$ cat src/rtl/truth_table_bist.sv
// Built-in self-test wrapper: walks every input code through a small combinational
// block, samples its response after a settle window and scores it against a truth table.
module truth_table_bist #(
   parameter int                   N_IN     = 3,
   parameter logic [(1<<N_IN)-1:0] EXPECTED = 8'hE2,
   parameter int                   SETTLE   = 2
) (
   input  logic            clk,
   input  logic            reset,
   input  logic            start,
   input  logic            dut_f,
   output logic [N_IN-1:0] vec_out,
   output logic            busy,
   output logic            done,
   output logic            pass,
   output logic [N_IN:0]   err_count,
   output logic            first_fail_valid,
   output logic [N_IN-1:0] first_fail_code
);

   localparam int                CNT_W       = 4;
   localparam logic [CNT_W-1:0]  SETTLE_LOAD = CNT_W'(SETTLE);
   localparam logic [CNT_W-1:0]  CNT_ZERO    = {CNT_W{1'b0}};
   localparam logic [CNT_W-1:0]  CNT_ONE     = CNT_W'(1'b1);
   localparam logic [N_IN-1:0]   CODE_ZERO   = {N_IN{1'b0}};
   localparam logic [N_IN-1:0]   CODE_ONE    = N_IN'(1'b1);
   localparam logic [N_IN-1:0]   LAST_CODE   = {N_IN{1'b1}};
   localparam logic [N_IN:0]     ERR_ZERO    = {(N_IN+1){1'b0}};
   localparam logic [N_IN:0]     ERR_ONE     = (N_IN+1)'(1'b1);

   typedef enum logic [1:0] {
      ST_IDLE       = 2'd0,
      ST_RUN_WAIT   = 2'd1,
      ST_RUN_SAMPLE = 2'd2,
      ST_DONE       = 2'd3
   } state_t;

   state_t            state_r;
   state_t            phase_s;
   state_t            state_nxt_s;
   logic [CNT_W-1:0]  cnt_r;
   logic [CNT_W-1:0]  cnt_nxt_s;
   logic [N_IN-1:0]   vec_r;
   logic [N_IN-1:0]   vec_nxt_s;
   logic              busy_r;
   logic              busy_nxt_s;
   logic              done_r;
   logic              done_nxt_s;
   logic [N_IN:0]     err_r;
   logic [N_IN:0]     err_nxt_s;
   logic              ffv_r;
   logic              ffv_nxt_s;
   logic [N_IN-1:0]   ffc_r;
   logic [N_IN-1:0]   ffc_nxt_s;
   logic              mismatch_s;
   logic              last_code_s;

   function automatic logic expected_bit(input logic [N_IN-1:0] code);
      return EXPECTED[code];
   endfunction

   assign mismatch_s  = dut_f ^ expected_bit(vec_r);
   assign last_code_s = (vec_r == LAST_CODE);

   // Sampling phase: the final settle cycle of each vector is decoded rather than stored,
   // so every vector lasts exactly SETTLE+1 cycles, including SETTLE=0.
   always_comb begin
      phase_s = state_r;
      if ((state_r == ST_RUN_WAIT) && (cnt_r == CNT_ZERO)) begin
         phase_s = ST_RUN_SAMPLE;
      end else begin
         phase_s = state_r;
      end
   end

   // State register.
   always_ff @(posedge clk or posedge reset) begin
      if (reset) begin
         state_r <= ST_IDLE;
      end else begin
         state_r <= state_nxt_s;
      end
   end

   // Next-state logic; start is honoured only when no run is in progress.
   always_comb begin
      state_nxt_s = state_r;
      case (phase_s)
         ST_IDLE, ST_DONE: begin
            if (start) begin
               state_nxt_s = ST_RUN_WAIT;
            end else begin
               state_nxt_s = phase_s;
            end
         end
         ST_RUN_WAIT: begin
            state_nxt_s = ST_RUN_WAIT;
         end
         ST_RUN_SAMPLE: begin
            if (last_code_s) begin
               state_nxt_s = ST_DONE;
            end else begin
               state_nxt_s = ST_RUN_WAIT;
            end
         end
         default: begin
            state_nxt_s = ST_IDLE;
         end
      endcase
   end

   // Output/datapath next values: vector stepping, settle timing and scoring.
   always_comb begin
      cnt_nxt_s  = cnt_r;
      vec_nxt_s  = vec_r;
      busy_nxt_s = busy_r;
      done_nxt_s = done_r;
      err_nxt_s  = err_r;
      ffv_nxt_s  = ffv_r;
      ffc_nxt_s  = ffc_r;
      case (phase_s)
         ST_IDLE, ST_DONE: begin
            if (start) begin
               cnt_nxt_s  = SETTLE_LOAD;
               vec_nxt_s  = CODE_ZERO;
               busy_nxt_s = 1'b1;
               done_nxt_s = 1'b0;
               err_nxt_s  = ERR_ZERO;
               ffv_nxt_s  = 1'b0;
               ffc_nxt_s  = CODE_ZERO;
            end else begin
               cnt_nxt_s  = cnt_r;
            end
         end
         ST_RUN_WAIT: begin
            cnt_nxt_s = cnt_r - CNT_ONE;
         end
         ST_RUN_SAMPLE: begin
            if (mismatch_s) begin
               err_nxt_s = err_r + ERR_ONE;
               if (!ffv_r) begin
                  ffv_nxt_s = 1'b1;
                  ffc_nxt_s = vec_r;
               end else begin
                  ffc_nxt_s = ffc_r;
               end
            end else begin
               err_nxt_s = err_r;
            end
            if (last_code_s) begin
               busy_nxt_s = 1'b0;
               done_nxt_s = 1'b1;
            end else begin
               vec_nxt_s = vec_r + CODE_ONE;
               cnt_nxt_s = SETTLE_LOAD;
            end
         end
         default: begin
            cnt_nxt_s = CNT_ZERO;
         end
      endcase
   end

   // Datapath and result registers.
   always_ff @(posedge clk or posedge reset) begin
      if (reset) begin
         cnt_r  <= CNT_ZERO;
         vec_r  <= CODE_ZERO;
         busy_r <= 1'b0;
         done_r <= 1'b0;
         err_r  <= ERR_ZERO;
         ffv_r  <= 1'b0;
         ffc_r  <= CODE_ZERO;
      end else begin
         cnt_r  <= cnt_nxt_s;
         vec_r  <= vec_nxt_s;
         busy_r <= busy_nxt_s;
         done_r <= done_nxt_s;
         err_r  <= err_nxt_s;
         ffv_r  <= ffv_nxt_s;
         ffc_r  <= ffc_nxt_s;
      end
   end

   assign vec_out          = vec_r;
   assign busy             = busy_r;
   assign done             = done_r;
   assign err_count        = err_r;
   assign first_fail_valid = ffv_r;
   assign first_fail_code  = ffc_r;
   assign pass             = done_r & (err_r == ERR_ZERO);

endmodule

$ cat config.mk
export PLATFORM = sky130hd
export DESIGN_NAME = truth_table_bist
export DESIGN_NICKNAME = d
export VERILOG_FILES = /design/src/rtl/truth_table_bist.sv
export SDC_FILE = /design/constraint.sdc
export NUM_CORES = 1
export LEC_CHECK = 0
export CORE_ASPECT_RATIO = 1.1
export CORE_MARGIN = 1.5
export CORE_UTILIZATION = 45
export DETAILED_ROUTE_END_ITERATION = 10
export PLACE_DENSITY = 0.65
export SLEW_MARGIN = 10
export SYNTH_ARGS = -nofsm -noshare
export SYNTH_HDL_FRONTEND = slang
export SYNTH_SLANG_ARGS = --single-unit
$ cat constraint.sdc
create_clock -name clk -period 6.59 [get_ports clk]
set_input_delay 1.6475 -clock clk [delete_from_list [all_inputs] [get_ports clk]]
set_output_delay 1.6475 -clock clk [all_outputs]
set_load 0.02 [all_outputs]
# [After elaboration in Yosys (flattened, before gate mapping)]
# Memory sizes are Yosys's and may differ from the RTL's.
# Cells that the tools add are included.
[classes] n_mux=25 n_bitwise=2 add_sub_neg=3 eq_ne=10 magnitude_cmp=1 reduce_logical=11
[op_table] operator="4-bit two-way mux" count=4
[op_table] operator="3-bit two-way mux" count=4
[op_table] operator="3-bit case mux with 2 select lines" count=2
[op_table] operator="4-bit case mux with 3 select lines" count=1
[op_table] operator="2-bit inequality test, second input constant" count=5
[op_table] operator="3-bit AND reduction" count=3
[op_table] operator="4-bit zero test" count=2
[op_table] operator="4-bit case mux with 2 select lines" count=1
[op_table] operator="1-bit two-way mux" count=6
[op_table] operator="2-bit two-way mux" count=3
[op_table] operator="1-bit case mux with 2 select lines" count=3
[op_table] operator="2-bit case mux with 3 select lines" count=1
[op_table] operator="4-bit by 1-bit adder with 4-bit output, second input constant" count=1
[op_table] operator="2-bit by 1-bit == test with 1-bit output, second input constant" count=2
[op_table] operator="2-bit == test, second input constant" count=2
[op_table] operator="3-bit by 4-bit < comparator with 1-bit output, second input constant" count=1
[op_table] operator="4-bit AND reduction" count=1
[op_table] operator="4-bit by 1-bit subtractor with 4-bit output, second input constant" count=1
[op_table] operator="3-bit by 1-bit adder with 3-bit output, second input constant" count=1
[op_table] operator="3-bit == test, second input constant" count=1
[op_table] operator="2-bit zero test" count=1
[op_table] operator="2-bit AND reduction" count=1
[op_table] operator="2-bit nonzero test" count=1
[op_table] operator="2-bit OR reduction" count=1
[op_table] operator="other kinds (3)" count=3
[totals] inputBits=4 n_memories=1 out_inout_bits=14 rom_bits=8 regBits=19
[memory_table] memory="(name not given)" words=8 width=1 rd=1 rd_clocked_by_memory_dff=0 write_ports=0 line="59" text="return EXPECTED[code];"

# [Longest topological paths before layout]
# Gate-level depths: netlist (run 1).
[logic_depth] ltp_word=7 ltp_mapped=11

# [Least setup slack after synthesis (run 1)]
# Ideal clock, no wire load.
[synth_timing] path_type="register to output" from="register err_r[0], in the netlist err_count[0]" to="output port pass" t_required_ns=4.943 path_slack_ns=3.520 arrival_time_ns=1.422 stages_incl_launch_ff=4 path_cell_list="dfrtp_1 inv_1 ha_1 nor4bb_1"
[synth_via] elab_chain_len=2
[synth_lines] item="start, declared" line="49" text="logic [N_IN:0] err_r;"
[synth_lines] item="start signal, assigned" line="179" text="err_r <= err_nxt_s;"
[synth_lines] item="4-bit zero test" line="191" text="assign pass = done_r & (err_r == ERR_ZERO);"
[synth_lines] item="1-bit AND" line="191"
[synth_lines] item="end, declared" line="15" text="output logic pass,"
# Every way passes these cells.

# [Final worst setup path (run 1)]
# Ends and elaborated chain as after synthesis.

==> run metrics, run 1 <==
critical path fanouts, max=6; vias in the first global route=793; Synth Warn #=0; initial DRC count=13; Syn Nets=approximately 140; XOR/XNOR share of the synthesized area=0.792%; peak supply drop=roughly 0.19 mV; Routed WL per cell=roughly 12 um; first-pass GRT wire length=~3400 um; Synth Area in Compound Gates=roughly 11%; library cells used by synthesis=29; core footprint=2300 sq um; Clock Latency Late Sink=between 200 and 300 ps; Async SR Flop Fraction=between 90% and 100%; CTS tree=built; TritonRoute pass-1 iters=4; Placed Cells=~170; largest family of logic cells by synthesized area=simple AND/OR/NAND/NOR gates; unrepaired setup endpoints after global routing=no; Top FF cell, synth=dfrtp_1; Leak=~0.58 nW; # diodes=0; Final Critical Period=~3500 ps; worst hold path class=register to register; Worst setup SP type=register; Via density=5.26; Final Hold Violating Endpoints=0; Multi-input gate area=~570 sq um; CTS resizes=0; routed vias=between 800 and 900; GPL Wtd Cong=a little under 0.7; Max Clock Freq=284 MHz; Avg Cell Area, Syn=slightly above 9 sq um; Seq/Total Area, Yosys=between 40 and 50%; total track usage=between 15 and 20%; Buf+Inv Stages, Crit Path=2; CP endpoint kind=primary output; Die Area=roughly 2800 sq um; Yosys reg bits=19; Core Util, Final=between 50% and 60%; post-synthesis mux area share=under 10%; die width=between 50 and 60 um; CP required=around 4900 ps; gr ovfl total=0; HPWL after DPL=1510 um; hold_ws=approximately 520 ps; post-CTS setup buffers=0; FP Rows=18; share of the synthesized area in the top cell type=43.0%; Layout area overhead=19.0%; Post-synth EDFFs=0; fin crit share=between 50% and 60%; initial antenna violation count=0; Layout Nets=around 150; post-route ant nets=0; Synth Instances=about 120; mapped cell area=around 1100 sq um; layout cells sized above 1=3.60%; cell with the largest stage delay on the worst path=clkdlybuf4s50_1; pwr dens=a little over 300 nW/um^2; Synth Area in Simple Gates=25.3%; Design Area, Final=around 1300 sq um; kind of critical path=register to primary output; I/O pin cnt=18; area leader, netlist=dfrtp_1; setup TNS=0 ps; Worst Skew=roughly 11 ps; synth top area cells=dfrtp_1, ha_1, nand2_1; # fillers=about 220; Clock transition at path regs=120 ps; post-route insts no fill=~170; Register Area=between 400 and 500 sq um; CTS max path bufs=2; cts hold-fix bufs=0; clock buffer count from CTS=3; final setup fails=0; Crit path max-delay family=buffers and inverters; Tightest Pin Transition=approximately 750 ps; normalized max-slew margin=49.8%; Post-DP Area=1290 sq um; Sink Count=19; crit-path cells=inv_1, ha_1, nor4bb_1, clkdlybuf4s50_1; status=completed; Slew Viols, Final=0; drt drc=0; htree depth=1; Port-buffer cells=17; CTS root buffer=clkbuf_4; adder-cell share of the synthesized area=about a tenth; WP data arrival=around 1900 ps; worst stage delay on the critical path=640 ps; WL final=around 2100 um; die height=55.0 um; Initial Utilization=48.1%; largest net degree at the start of global routing=22; Max-Cap Viols=0
==> logic make-up after synthesis <==
group | Yosys count
and+or+nand+nor | 55
AOI/OAI and AO/OA | 19
DFF | 19
buffers and inverters | 15
adders and majority gates | 9
muxes | 4
xor gates and xnor gates | 1
==> worst register-to-register path, delay by kind of cell (launching register included) <==
| family | cells | cell delay, ps |
|---|---|---|
| flip-flops | 1 | 420 |
| adder cells (fa/ha/maj) | 2 | 630 |
| AND/OR/NAND/NOR | 6 | 1010 |
| buffers and inverters | 2 | 140 |
| multiplexers | 1 | 380 |
==> power breakdown <==
group	total, W	internal [W]	switching (W)
sequential	0.000155	0.000136	0.0000190
clock	0.0000596	0.0000235	0.0000361
combinational	0.000187	0.0000745	0.000113
==> final timing paths <==
kind                                    from           end  slack, ps  cells past startpoint
worst max register to register      cnt_r[0]    vec_out[0]       3930                     11
worst min register to register          busy          busy        520                      2
min in group asynchronous              reset  err_count[2]       1770                      2
max in group asynchronous              reset      cnt_r[1]       4340                      2
worst max-delay path            err_count[0]          pass       3070                      4
worst min-delay path                    busy          busy        520                      2
==> placed cells by master (no fill, tap or decap), types with 5 or more instances in the layout <==
cell	synthesis	final
clkdlybuf4s50_1	0	17
dfrtp_1	19	19
ha_1	9	9
inv_1	11	11
nand2_1	23	23
nand2b_1	6	6
nand3_1	5	5
nor2_1	6	6
o211ai_1	5	5
o21ai_0	6	6
or4_1	6	6
==> Yosys cell counts, drive strengths merged, types with 2 or more instances <==
library cell,number
o21ai,6
nand2,23
nor2,6
nand3,5
inv,11
nor2b,2
buf,2
or4,6
o211ai,5
a21oi,3
mux2i,3
nand2b,7
dfrtp,19
and2,2
ha,9
clkbuf,2
==> routing by layer <==
metal	up-vias	track usage, %	wire length (um)
li1	453	-	-
met3	2	2.42	28
met4	0	6.94	10
met2	8	28.7	994
met1	426	21.2	1030
met5	-	0	0
==> sequential cells by signal, indices dropped and copies added, names as in the netlist <==
register and cells:
state_r 2, busy 1, first_fail_valid 1, done 1
cnt_r 4, first_fail_code 3, vec_out 3, err_count 4
==> metrics by stage <==
step / worst slack (ps) / total power, W
global route: 2880 / 0.000441
CTS: 3050 / 0.000408
finish: 3070 / 0.000402
global placement: 3240 / 0.000340
floorplan: 3520 / 0.000305
detailed placement: 3210 / 0.000347
==> area by class of cell <==
class / instances / area share [%]
Clock buffer: 4 / 2.00
Inverter: 11 / 3.14
Multi-Input combinational cell: 88 / 43.0
Sequential cell: 19 / 36.1
Tap cell: 30 / 2.85
Timing Repair Buffer: 17 / 12.9
(Power assumes the default switching activity.)
==> run 2, diff against run 1 <==
--- a/config.mk
+++ b/config.mk
@@ -9,7 +9,7 @@
 export CORE_MARGIN = 1.5
 export CORE_UTILIZATION = 45
 export DETAILED_ROUTE_END_ITERATION = 10
-export PLACE_DENSITY = 0.65
+export PLACE_DENSITY = 0.68
 export SLEW_MARGIN = 10
 export SYNTH_ARGS = -nofsm -noshare
 export SYNTH_HDL_FRONTEND = slang
==> constraint.sdc (replaced) <==
create_clock -name clk -period 3.1 [get_ports clk]
set_input_delay 0.775 -clock clk [delete_from_list [all_inputs] [get_ports clk]]
set_output_delay 0.775 -clock clk [all_outputs]
set_load 0.02 [all_outputs]
==> run 2 against run 1 <==
Net effect:
- cell count is 0.59% higher
- cell area grew 0.57%
- combinational power rose by 110%
- core utilization increased by 0.33 points
- sequential cell count did not move
- count of clock-buffer cells in the layout unchanged
- largest power group unchanged
- highest routed layer unchanged
==> run metrics, run 2 (synthesis results as in run 1) <==
status=completed (unchanged); CTS max path bufs=2 (unchanged); Slew Viols, Final=0 (unchanged); routed vias=888 (was 889); CTS resizes=0 (unchanged); Worst setup SP type=register (unchanged); CTS tree=built (unchanged); drt drc=0 (unchanged); Sink Count=19 (unchanged); kind of critical path=register to primary output (unchanged); reg2reg start=cnt_r[0] (unchanged); CP endpoint kind=primary output (unchanged); Placed Cells=166 (was 165); Tightest Pin Transition=742 ps (was 753 ps); WP data arrival=1860 ps (was 1870 ps); Max-Cap Viols=0 (unchanged); commonest cells after routing, fill and taps aside=nand2_1, dfrtp_1, clkdlybuf4s50_1 (unchanged); pwr dens=643 nW/um^2 (was 305 nW/um^2); Leak=0.580 nW (was 0.575 nW); r2r endpoint=first_fail_code[2] (was vec_out[0]); setup slack, reg-to-reg=550 ps (was 3930 ps); fin crit share=about 85%; post-CTS setup buffers=0 (unchanged); die width=50.3 um (unchanged); largest net degree at the start of global routing=21 (was 22); # fillers=215 (was 222); Clock Latency Late Sink=290 ps (about the same); reg2reg path depth=10 (was 11); Setup crit end=pass (unchanged); Placement Setup Slack=592 ps (was 3210 ps); clock buffer count from CTS=3 (unchanged); initial DRC count=10 (was 13); total track usage=16.8% (was 16.7%); post-route ant nets=0 (unchanged); Max Clock Freq=about 380 MHz; FP Rows=18 (unchanged); Initial Utilization=48.1% (unchanged); Worst Skew=6.25 ps (was 10.7 ps); critical path fanouts, max=6 (unchanged); HPWL after DPL=1490 um (was 1510 um); cts hold-fix bufs=0 (unchanged); Final WS setup=462 ps (was 3070 ps); Die Area=2760 sq um (unchanged); Layout Nets=154 (was 153); core footprint=2300 sq um (unchanged); final setup fails=0 (unchanged); Final Critical Period=around 2600 ps; I/O pin cnt=18 (unchanged); Clock transition at path regs=110 ps (was 120 ps); Routed WL per cell=11.8 um (was 12.2 um); Via density=5.22 (was 5.26); Final Hold Violating Endpoints=0 (unchanged); GPL Wtd Cong=0.729 (was 0.675); Critical Path Start=err_count[0] (unchanged); initial antenna violation count=0 (unchanged); peak supply drop=0.340 mV (was 0.191 mV); post-route insts no fill=170 (was 169); worst hold path class=register to register (unchanged); hold_ws=525 ps (was 521 ps); first-pass GRT wire length=3430 um (was 3390 um); gr ovfl total=0 (unchanged); CTS root buffer=clkbuf_4 (unchanged); most common cell after layout, fill and taps aside=nand2_1 (unchanged); # diodes=0 (unchanged); Layout area overhead=19.7% (was 19.0%); htree depth=1 (unchanged); normalized max-slew margin=50.4% (was 49.8%); setup TNS=0 ps (unchanged); vias in the first global route=827 (was 793); WL final=2010 um (was 2060 um); Pwr Total=0.000851 W (was 0.000402 W); TritonRoute pass-1 iters=4 (unchanged); Port-buffer cells=17 (unchanged); CP required=2320 ps (was 4940 ps); unrepaired setup endpoints after global routing=no (unchanged); die height=55.0 um (unchanged); layout cells sized above 1=4.29% (was 3.60%)
==> run 2: cell count changes in the layout (fill, tap and decap cells not counted), sizes merged <==
cell,previous run,this run
buf,0,1
==> run 2: metal layers <==
metal	part of all wire, %	up-vias	routed length [um]	track usage (%)
li1	-	455	-	-
met2	51	15	1020	28.9
met1	44	416	883	20.1
met5	0	-	0	0
met4	0.75	0	15	8.80
met3	4.7	2	95	3.23
==> run 2: worst max-delay path, stage by stage, from the launching register on <==
cell	delay [ps]
dfrtp_1	440
inv_1	100
ha_1	140
nor4bb_1	250
clkdlybuf4s50_1	640
==> run 2: per-stage QoR <==
step,area (sq um),utilization (%)
floorplan,1110,-
finish,1320,57.6
global placement,1300,56.5
global route,1320,57.6
CTS,1320,57.6
detailed placement,1300,56.5
==> run 2: area by class of cell <==
type,count,area [sq um],area share [%]
clock buffer,4,26.3,1.98
tap,30,37.5,2.84
timing repair buffer,18,178,13.4
inverter,11,41.3,3.12
multi-input combinational,88,566,42.7
sequential,19,475,35.9
==> run 2: power breakdown <==
group | leakage (nW) | switching [W] | internal, W
sequential | 0.247 | 0.0000410 | 0.000290
combinational | 0.318 | 0.000238 | 0.000159
clock | 0.0150 | 0.0000727 | 0.0000500
total | 0.580 | 0.000352 | 0.000499
==> run 2: how the worst min path moves through the flow <==
stage              from  endpoint  cells after the start
2_1_floorplan  cnt_r[3]  cnt_r[3]                      2
4_1_cts            busy      busy                      2
5_1_grt            busy      busy                      2
3_5_place_dp       busy      busy                      2
3_3_place_gp       busy      busy                      2
6_report           busy      busy                      2
==> run 3, diff against run 2 <==
--- a/config.mk
+++ b/config.mk
@@ -7,9 +7,9 @@
 export LEC_CHECK = 0
 export CORE_ASPECT_RATIO = 1.1
 export CORE_MARGIN = 1.5
-export CORE_UTILIZATION = 45
+export CORE_UTILIZATION = 47
 export DETAILED_ROUTE_END_ITERATION = 10
-export PLACE_DENSITY = 0.68
+export PLACE_DENSITY = 0.7
 export SLEW_MARGIN = 10
 export SYNTH_ARGS = -nofsm -noshare
 export SYNTH_HDL_FRONTEND = slang
==> run 3 against run 2 <==
Net effect:
- hold slack worse by 4.2 ps
- largest cell class unchanged
- non-clock buffer count is 1 higher
- largest power group unchanged
- via count up 0.34%
- cell count up 0.59%
- power rose by 2.4%
- sequential cell count unchanged
- die area fell by 4.0%
- combinational power rose by 5%
- cell area grew 0.57%
==> run metrics, run 3 (synthesis results as in run 1) <==
status=completed (unchanged); GPL Wtd Cong=0.750 (was 0.729); worst stage delay on the critical path=640 ps (about the same); crit-path cells=inv_1, ha_1, nor4bb_1, clkdlybuf4s50_1 (unchanged); CTS resizes=0 (unchanged); Initial Utilization=49.6% (was 48.1%); Worst setup SP type=register (unchanged); Worst Skew=2.43 ps (was 6.25 ps); Max-Cap Viols=0 (unchanged); r2r endpoint=first_fail_code[0] (was first_fail_code[2]); Port-buffer cells=17 (unchanged); core footprint=2230 sq um (was 2300 sq um); hold_ws=520 ps (was 525 ps); Slew Viols, Final=0 (unchanged); reg2reg start=cnt_r[0] (unchanged); total track usage=18.0% (was 16.8%); die width=49.3 um (was 50.3 um); largest net degree at the start of global routing=20 (was 21); critical path fanouts, max=6 (unchanged); WHS Endpoint=busy (unchanged); kind of critical path=register to primary output (unchanged); Tightest Pin Transition=698 ps (was 742 ps); fin crit share=85.3% (was 85.1%); worst hold path class=register to register (unchanged); clock buffer count from CTS=3 (unchanged); Routed WL per cell=12.2 um (was 11.8 um); TritonRoute pass-1 iters=4 (unchanged); normalized max-slew margin=53.4% (was 50.4%); Final Hold Violating Endpoints=0 (unchanged); WL final=2080 um (was 2010 um); CP endpoint kind=primary output (unchanged); I/O pin cnt=18 (unchanged); CTS max path bufs=2 (unchanged); peak supply drop=0.379 mV (was 0.340 mV); htree depth=1 (unchanged); commonest cells after routing, fill and taps aside=nand2_1, dfrtp_1, clkdlybuf4s50_1 (unchanged); Via density=5.21 (was 5.22); reg2reg path depth=10 (unchanged); # fillers=187 (was 215); most common cell after layout, fill and taps aside=nand2_1 (unchanged); Pwr Total=0.000871 W (was 0.000851 W); Multi-input gate area=566 sq um (unchanged); # diodes=0 (unchanged); CP required=2320 ps (about the same); Layout Nets=155 (was 154); Register Area=475 sq um (unchanged); Leak=0.585 nW (was 0.580 nW); Clock transition at path regs=110 ps (about the same); min-delay src=busy (unchanged); routed vias=891 (was 888); final setup fails=0 (unchanged); setup TNS=0 ps (unchanged); Layout area overhead=20.4% (was 19.7%); Sink Count=19 (unchanged); FP Rows=18 (unchanged); layout cells sized above 1=4.96% (was 4.29%); Final Critical Period=2650 ps (was 2640 ps); gr ovfl total=0 (unchanged); Max Clock Freq=378 MHz (was 379 MHz); post-route ant nets=0 (unchanged); CTS tree=built (unchanged); unrepaired setup endpoints after global routing=no (unchanged); post-CTS setup buffers=0 (unchanged); Die Area=2650 sq um (was 2760 sq um); CTS root buffer=clkbuf_4 (unchanged); cell with the largest stage delay on the worst path=clkdlybuf4s50_1 (unchanged); pwr dens=654 nW/um^2 (was 643 nW/um^2); Hold Path Cell Cnt=2 (unchanged); initial antenna violation count=0 (unchanged); vias in the first global route=867 (was 827); WP data arrival=1870 ps (was 1860 ps); Clock Latency Late Sink=290 ps (about the same); initial DRC count=31 (was 10); die height=53.9 um (was 55.0 um); cts hold-fix bufs=0 (unchanged); first-pass GRT wire length=3630 um (was 3430 um); HPWL after DPL=1540 um (was 1490 um); drt drc=0 (unchanged); setup slack, reg-to-reg=520 ps (was 550 ps); Core Util, Final=59.7% (was 57.6%)
## run 3: layer usage
| metal | part of all wire (%) | GRT usage, % | up-vias | routed length [um] |
|---|---|---|---|---|
| met5 | 0 | 0 | - | 0 |
| met4 | 0.72 | 7.14 | 0 | 15 |
| met3 | 2.7 | 3.33 | 2 | 56 |
| met2 | 50 | 32.9 | 8 | 1030 |
| met1 | 47 | 21.1 | 426 | 972 |
| li1 | - | - | 455 | - |
## run 3: worst max-delay path by stage
stage	from	end	slack, ps	depth (start not counted)
floorplan	err_count[0]	pass	900	3
global placement	start	first_fail_code[1]	610	5
detailed placement	cnt_r[0]	first_fail_code[0]	580	10
CTS	err_count[0]	pass	440	4
global route	err_count[0]	pass	330	4
finish	err_count[0]	pass	450	4
## run 3: layout make-up
class	instances	share of cell area, %
flip-flops and latches	19	35.7
multi-input cells	88	42.5
repair buffers	19	13.9
clock buffers	4	1.97
inverters	11	3.10
well taps	30	2.82
## run 3: through the flow
| step | setup slack (ps) | instance area (sq um) | instances |
|---|---|---|---|
| finish | 455 | 1330 | 171 |
| global route | 332 | 1330 | 171 |
| CTS | 438 | 1330 | 171 |
| detailed placement | 575 | 1310 | 167 |
| global placement | 609 | 1310 | 167 |
| floorplan | 903 | 1110 | 122 |
## run 3: worst max-delay path: cells and delay by family (launching register included)
family | cells | cell delay (ps)
buf+inv | 2 | 740
flops | 1 | 440
simple gates | 1 | 250
fa+ha+maj | 1 | 140
## run 3: power by group
part / total [W] / leakage [nW] / switching [W] / internal (W)
Clock: 0.000124 / 0.0150 / 0.0000742 / 0.0000500
Combinational: 0.000417 / 0.323 / 0.000250 / 0.000167
Sequential: 0.000330 / 0.247 / 0.0000404 / 0.000290
Total: 0.000871 / 0.585 / 0.000365 / 0.000507
